===== src/rtl/fifo_reader_pkg.sv =====
// Shared types and constants for the FIFO stream reader.
package fifo_reader_pkg;

   typedef enum logic {
      RUN   = 1'b0,
      FLUSH = 1'b1
   } rd_state_t;

   localparam int unsigned STALL_CNT_W = 16;

endpackage


===== src/rtl/reader_skid_buf.sv =====
// Circular buffer holding captured FIFO words; head word is presented to the stream.
module reader_skid_buf #(
   parameter  int unsigned DATA_WIDTH = 8,
   parameter  int unsigned DEPTH      = 2,
   localparam int unsigned PTR_W      = (DEPTH > 1) ? $clog2(DEPTH) : 1,
   localparam int unsigned OCC_W      = $clog2(DEPTH + 1)
) (
   input  logic                  clk,
   input  logic                  rst_n,
   input  logic                  clear,
   input  logic                  push,
   input  logic [DATA_WIDTH-1:0] push_data,
   input  logic                  pop,
   output logic [OCC_W-1:0]      occ,
   output logic [DATA_WIDTH-1:0] head_data
);

   logic [DATA_WIDTH-1:0] mem [DEPTH];
   logic [PTR_W-1:0]      head;
   logic [PTR_W-1:0]      tail;

   // Explicit wrap keeps non-power-of-2 depths inside the array.
   function automatic logic [PTR_W-1:0] ptr_inc(input logic [PTR_W-1:0] p);
      return (p == PTR_W'(DEPTH - 1)) ? '0 : p + PTR_W'(1);
   endfunction

   always_ff @(posedge clk or negedge rst_n) begin
      if (!rst_n) begin
         head <= '0;
         tail <= '0;
         occ  <= '0;
         for (int i = 0; i < int'(DEPTH); i++) mem[i] <= '0;
      end else if (clear) begin
         head <= '0;
         tail <= '0;
         occ  <= '0;
      end else begin
         if (push) begin
            mem[tail] <= push_data;
            tail      <= ptr_inc(tail);
         end
         if (pop) head <= ptr_inc(head);
         occ <= occ + OCC_W'(push) - OCC_W'(pop);
      end
   end

   assign head_data = mem[head];

endmodule


===== src/rtl/fifo_stream_reader.sv =====
// Read-side master for the synchronous FIFO, re-presenting its words as a valid/ready stream.
// Optional stall counter output enabled by FIFO_READER_PERF_EN.
module fifo_stream_reader
   import fifo_reader_pkg::*;
#(
   parameter int unsigned DATA_WIDTH = 8,
   parameter int unsigned SKID_DEPTH = 2
) (
   input  logic                   clk,
   input  logic                   rst_n,
   input  logic                   fifo_empty,
   input  logic [DATA_WIDTH-1:0]  fifo_rd_data,
   output logic                   fifo_r_en,
   input  logic                   flush,
   output logic                   m_valid,
   input  logic                   m_ready,
   output logic [DATA_WIDTH-1:0]  m_data,
   output logic                   busy
`ifdef FIFO_READER_PERF_EN
  ,output logic [STALL_CNT_W-1:0] stall_cnt
`endif
);

   localparam int unsigned CNT_W = $clog2(SKID_DEPTH + 1);
   localparam int unsigned SUM_W = CNT_W + 1;

   rd_state_t        state_q;
   rd_state_t        state_d;
   logic [CNT_W-1:0] occ;
   logic [CNT_W-1:0] infl_q;
   logic [CNT_W-1:0] infl_d;
   logic             rd_pend_q;
   logic             pop;
   logic             issue;
   logic             buf_clear;
   logic             buf_push;
   logic [SUM_W-1:0] fill;

   assign pop  = m_valid & m_ready;
   assign fill = SUM_W'(occ) + SUM_W'(infl_q);

   // Reserve a slot for every word in flight; a same-cycle pop frees one.
   assign issue = rst_n & (state_q == RUN) & ~fifo_empty
                & (fill < SUM_W'(SKID_DEPTH) + SUM_W'(pop));
   assign fifo_r_en = issue;

   assign buf_clear = flush & (state_q == RUN);
   assign buf_push  = rd_pend_q & (state_q == RUN);
   assign m_valid   = (occ != '0);
   assign busy      = (state_q == FLUSH);

   reader_skid_buf #(
      .DATA_WIDTH (DATA_WIDTH),
      .DEPTH      (SKID_DEPTH)
   ) u_buf (
      .clk       (clk),
      .rst_n     (rst_n),
      .clear     (buf_clear),
      .push      (buf_push),
      .push_data (fifo_rd_data),
      .pop       (pop),
      .occ       (occ),
      .head_data (m_data)
   );

   always_ff @(posedge clk or negedge rst_n) begin
      if (!rst_n) begin
         state_q   <= RUN;
         infl_q    <= '0;
         rd_pend_q <= 1'b0;
      end else begin
         state_q   <= state_d;
         infl_q    <= infl_d;
         rd_pend_q <= issue;
      end
   end

   // FLUSH drains outstanding reads, discarding them, before reads resume.
   always_comb begin
      state_d = state_q;
      infl_d  = infl_q + CNT_W'(issue) - CNT_W'(rd_pend_q);
      case (state_q)
         RUN:   if (flush) state_d = FLUSH;
         FLUSH: if (infl_q == '0) state_d = RUN;
      endcase
   end

   occ_bound_a: assert property (@(posedge clk) disable iff (!rst_n)
      fill <= SUM_W'(SKID_DEPTH));

`ifdef FIFO_READER_PERF_EN
   always_ff @(posedge clk or negedge rst_n) begin
      if (!rst_n) begin
         stall_cnt <= '0;
      end else if (flush) begin
         stall_cnt <= '0;
      end else if (m_valid && !m_ready && (stall_cnt != '1)) begin
         stall_cnt <= stall_cnt + STALL_CNT_W'(1);
      end
   end
`endif

endmodule


===== config.mk =====
export PLATFORM = sky130hd
export DESIGN_NAME = fifo_stream_reader
export DESIGN_NICKNAME = d
export VERILOG_FILES = /design/src/rtl/fifo_reader_pkg.sv /design/src/rtl/reader_skid_buf.sv /design/src/rtl/fifo_stream_reader.sv
export SDC_FILE = /design/constraint.sdc
export NUM_CORES = 1
export LEC_CHECK = 0
export ABC_AREA = 1
export ABC_CLOCK_PERIOD_IN_PS = 1900
export BUFFER_PORTS_ARGS = -buffer_cell sky130_fd_sc_hd__buf_2
export CORE_MARGIN = 8
export CORE_UTILIZATION = 35
export CTS_CLUSTER_DIAMETER = 120
export DETAILED_ROUTE_END_ITERATION = 16
export PLACE_DENSITY = 0.64
export RECOVER_POWER = 100
export SLEW_MARGIN = 30
export SYNTH_ARGS = -nofsm -noshare
export SYNTH_HDL_FRONTEND = slang
export SYNTH_SLANG_ARGS = --single-unit

===== constraint.sdc =====
create_clock -name clk -period 1.9 [get_ports clk]
set_input_delay 0.38 -clock clk [delete_from_list [all_inputs] [get_ports clk]]
set_output_delay 0.38 -clock clk [all_outputs]
set_load 0.03 [all_outputs]

# == Yosys cells after proc, flatten, opt, wreduce, memory -nomap -nowiden ==
# Index checks and enable logic that the tools add are counted.
# totals
reg_bits,24
elab_cells,53
n_memories,0
latch_bits,0
ram_bits,0
rom_bits,0
# classes
div_mod_pow,0
shift,0
n_mul,0
order_cmp,4
eq_ne,0
muxes,16
add_sub_neg,8
reduce_logical,6
bitwise_logic,11
# ops
cell,n
$mux 8,4
$bwmux 16,1
$demux 8 s1,1
$mux 1,8
$and 1x1->1,6
$reduce_bool 2->1,3
$add 2x1->2,2
$ge 2x2->1 const B,2
$not 1->2,2
$sub 2x1->2,2
$add 2x1->3 const A,1
$add 2x2->3,1
$lt 3x3->1,1
$not 1->1,3
$add 1x1->1 const B,2
$logic_not 2->1,1
$lt 2x1->1 const B,1
$mux 2,1
$pmux 1 s2,1
$reduce_and 2->1,1
$logic_and 1x1->1,1

# == Depth between registers and ports, before layout ==
# logic_depth
depth_word,7
mapped_depth,9
ltp_nobuf,9

# == Hierarchy ==
# A second synthesis with hierarchy kept.
# unflattened
hier_cells,123
area_unflattened_um2,1252.5
# by_module_without_submodules
module,instances,area_each_um2,cells_per_inst,seq_area_each_um2
reader_skid_buf,1,983.4,92,500.5
fifo_stream_reader,1,269.0,31,100.1

# == Worst setup path before layout ==
# OpenSTA, ideal clock, no wires.
# synth_timing
path_type,register to register
startpoint,register u_buf.occ[0]
endpoint,register infl_q[1]
path_stages_with_launch,10
required_time_ns,1.784
setup_slack_ns,-0.246
arrival_ns,2.029
setup_ns,0.116
n_path_buf,0
path_cell_list,dfrtp_1 > ha_1 > fa_1 > nor2_1 > nand3_1 > a21oi_1 > ha_1 > inv_1 > nand2_1 > nand2_1
# synth_via
elab_chain_cells,7
word_cells_on_any_way,8
classes_between,add/sub (4); order compare (1); bitwise (2); reduce/logical (1)
# synth_lines
item,line,source
from (decl),reader_skid_buf.sv:14,"output logic [OCC_W-1:0] occ,"
from (signal assigned),reader_skid_buf.sv:43,occ <= occ + OCC_W'(push) - OCC_W'(pop);
$reduce_bool 2->1,fifo_stream_reader.sv:49,assign m_valid = (occ != '0);
$and 1x1->1,fifo_stream_reader.sv:39,assign pop = m_valid & m_ready;
$add 2x1->3,fifo_stream_reader.sv:44,& (fill < SUM_W'(SKID_DEPTH) + SUM_W'(pop));
$lt 3x3->1 *,fifo_stream_reader.sv:44,
$and 1x1->1 *,fifo_stream_reader.sv:44,
net fifo_r_en,fifo_stream_reader.sv:13,"output logic fifo_r_en,"
$add 2x1->2 *,fifo_stream_reader.sv:81,infl_d = infl_q + CNT_W'(issue) - CNT_W'(rd_pend_q);
$sub 2x1->2 *,fifo_stream_reader.sv:81,
net infl_d[1],fifo_stream_reader.sv:31,logic [CNT_W-1:0] infl_d;
to (signal assigned),fifo_stream_reader.sv:73,infl_q <= infl_d;
to (decl),fifo_stream_reader.sv:30,logic [CNT_W-1:0] infl_q;
# The timed path passes the listed nets; every way through them passes the cells marked *.
# A chain may end at the register's enable or synchronous reset.

# == Worst setup path in the final report ==
# layout_timing
startpoint,register infl_q[0]
endpoint,output port fifo_r_en
# layout_via
elab_chain_cells,3
# layout_lines
item,line,source
$add 2x2->3,fifo_stream_reader.sv:40,assign fill = SUM_W'(occ) + SUM_W'(infl_q);
$lt 3x3->1,fifo_stream_reader.sv:44,
$and 1x1->1,fifo_stream_reader.sv:44,
to (decl),fifo_stream_reader.sv:13,
# Every way passes these cells.

==> out/metrics.yaml <==
yosys_warnings: 0
crit_required_ns: 1.52
grt_usage: 0.111
fin_worst_skew_ns: 0.0158
failed_checks: "setup timing"
finalPower_mw: 2.35
root_buffer: "clkbuf_4"
remaining_drc_errors: 0
viasPerCell: 4.68
cts_hold_buffers: 0
grt_pass1_vias: 1123
synthCells: 151
highest_layer: "met4"
hold_viol: 0
cts_max_level: 1
syn_to_final_growth_pct: 18.7
worst_ep_arrival_time_ns: 1.76
critPathMaxFanout: 2
stdcell_count: 228
drt_first_pass_iters: 4
path_clk_slew_ns: 0.15
cts_tree: "done"
start_util: 0.357
drt-met1-wl_mm: 1.34
floorplan.die.width_um: 76.4
routed-wl-met3_um: 190
ir_drop_v: 0.000671
outcome: "finished with violations"
worst_pin_slew_ns: 1.32
synth_top_area_frac: 0.470
gp_congestion: 0.797
drt_iter0_drc: 114
grt_pass1_wl_mm: 5.38
worst_setup_path_start_kind: "flip-flop"
final.setup.worst_slack_ns: -0.242
drv_slew: 0
rsz0062_at_grt: "yes"
fp-row-count: 22
grt_antenna_before_repair: 0
yosys-top-cells-area: "dfrtp_1, nand2_1, nand4_1, ha_1, inv_1"
placed_cells: 221
mappedNetlistArea_mm2: 0.00128
routed_wl_mm: 3.07
fillers: 400
synth_cell_types: 24
endpoint_kind: "output port"
hold_class: "primary input to flip-flop"
layout.nets: 200
numCtsBuffers: 3
die_h_um: 76.4
placed_area_mm2: 0.00145
clock-sinks: 24
ys_seq_elements: 24
seq_area_frac_synth: 0.470
period_needed_ns: 2.14
maxCapViolCount: 0
vias: 1068
port_buffers: 23
hpwlAfterDp_mm: 1.99
clock_latency_ns: 0.33
die_area_mm2: 0.00584
design_area_mm2: 0.00152
grt_max_degree: 25
synth_fp_nets: 170
wl_met2_mm: 1.53
max_clock_freq_ghz: 0.467
crit_type: "flip-flop to output port"
synth_top_area_cell: "dfrtp_1"
p_leak_nw: 0.829
io_pins: 24
cts_buffer_depth: 2
period_share: 1.13
drive_gt1_frac: 0.239
routedWlPerCell_um: 13.5
slew_headroom: 0.118
setup_violations: 1
diodes: 0
ant_nets: 0
overflow: 0
core-area_mm2: 0.00358
power_density_mw_per_mm2: 1550
synth.avg_cell_area_um2: 8.46
post-place-ws_ns: -0.00861
stage by stage:
step | hold slack (ns) | TNS, ns | utilization
final | 0.294 | -0.242 | 0.424
after CTS | 0.0427 | -0.288 | 0.424
after global placement | 0.415 | 0 | 0.404
after detailed placement | 0.417 | -0.00861 | 0.404
after global routing | 0.276 | -0.435 | 0.424
after floorplan | 0.0844 | 0 | -
report_power, final:
part	internal [mW]	switching (mW)	leakage, nW
clock	0.214	0.171	0.0279
combinational	0.384	0.732	0.486
sequential	0.696	0.150	0.316
state kept, by name (all words and copies together), names as in the netlist:
signal      flops
busy            1
infl_q          2
rd_pend_q       1
u_buf.head      1
u_buf.mem      16
u_buf.occ       2
u_buf.tail      1
timing repair:
action | 4_1_cts | 5_1_grt
buffers inserted | 1 | 2
resized for setup | 4 | 4
setup endpoints to repair | 1 | 3
pin swaps | 2 | 2
area by class of cell:
cell class / instances / area [um2] / area share
flip-flops and latches: 24 / 601 / 0.396
well taps: 48 / 60.1 / 0.0396
inverters: 15 / 61.3 / 0.0404
clock buffers: 3 / 22.5 / 0.0149
repair buffers: 29 / 160 / 0.106
clock inverters: 1 / 30.0 / 0.0198
multi-input cells: 108 / 582 / 0.384
layout by cell type, fill, tap and decap left out, drive strengths merged:
cell type,n
bufinv,1
o21a,1
clkinv,2
inv,13
xnor2,1
a21oi,1
buf,19
ha,5
nor2,4
nand2,69
nand4,16
dfrtp,24
fa,1
clkbuf,13
a21boi,1
o21ai,3
nand3,6
synthesized netlist by cell type:
cell and n:
buf_2 1, nand3_1 4, ha_1 5, buf_8 1, o21ai_0 2, nand2_1 68
clkinv_4 1, nand4_1 16, nand3_4 2, nor2_1 3, xnor2_1 1, buf_4 1
nor2_8 1, dfrtp_1 24, fa_1 1, clkbuf_8 1, inv_1 11, o21ai_1 1
nand2_2 1, o21a_1 1, inv_2 2, clkinv_1 1, a21oi_1 1, a21boi_0 1
final timing paths:
kind,from,endpoint,slack (ns),cells after the start
worst max register to register,infl_q[0]$_DFF_PN0_,infl_q[1]$_DFF_PN0_,0.04,11
max in group asynchronous,rst_n,u_buf.mem[9]$_DFFE_PN0P_,0.68,2
min in group asynchronous,rst_n,u_buf.mem[15]$_DFFE_PN0P_,0.43,2
worst max-delay path,infl_q[0]$_DFF_PN0_,fifo_r_en,-0.24,6
worst min-delay path,fifo_rd_data[2],u_buf.mem[2]$_DFFE_PN0P_,0.29,3
worst min register to register,u_buf.mem[9]$_DFFE_PN0P_,u_buf.mem[9]$_DFFE_PN0P_,0.48,2
routing by layer:
layer / global-route usage / vias to the layer above
met5: 0 / -
met4: 0.0115 / 0
met3: 0.0436 / 2
met2: 0.182 / 25
met1: 0.137 / 497
li1: - / 544
cell families (layout without fill, tap and decap cells):
family / Yosys count / count (layout) / share of synthesized area
AOI/OAI and AO/OA: 6 / 6 / 0.0274
xor gates and xnor gates: 1 / 1 / 0.00686
adders and majority gates: 6 / 6 / 0.0646
buffers and inverters: 19 / 48 / 0.0803
DFF: 24 / 24 / 0.470
and+or+nand+nor: 95 / 95 / 0.351
worst max-delay path: stages (launching register included):
cell	delay, ns
dfrtp_1	0.42
ha_2	0.19
fa_2	0.34
nor2_2	0.11
nand3_2	0.10
a21oi_4	0.14
buf_6	0.15
(Power assumes the default switching activity.)
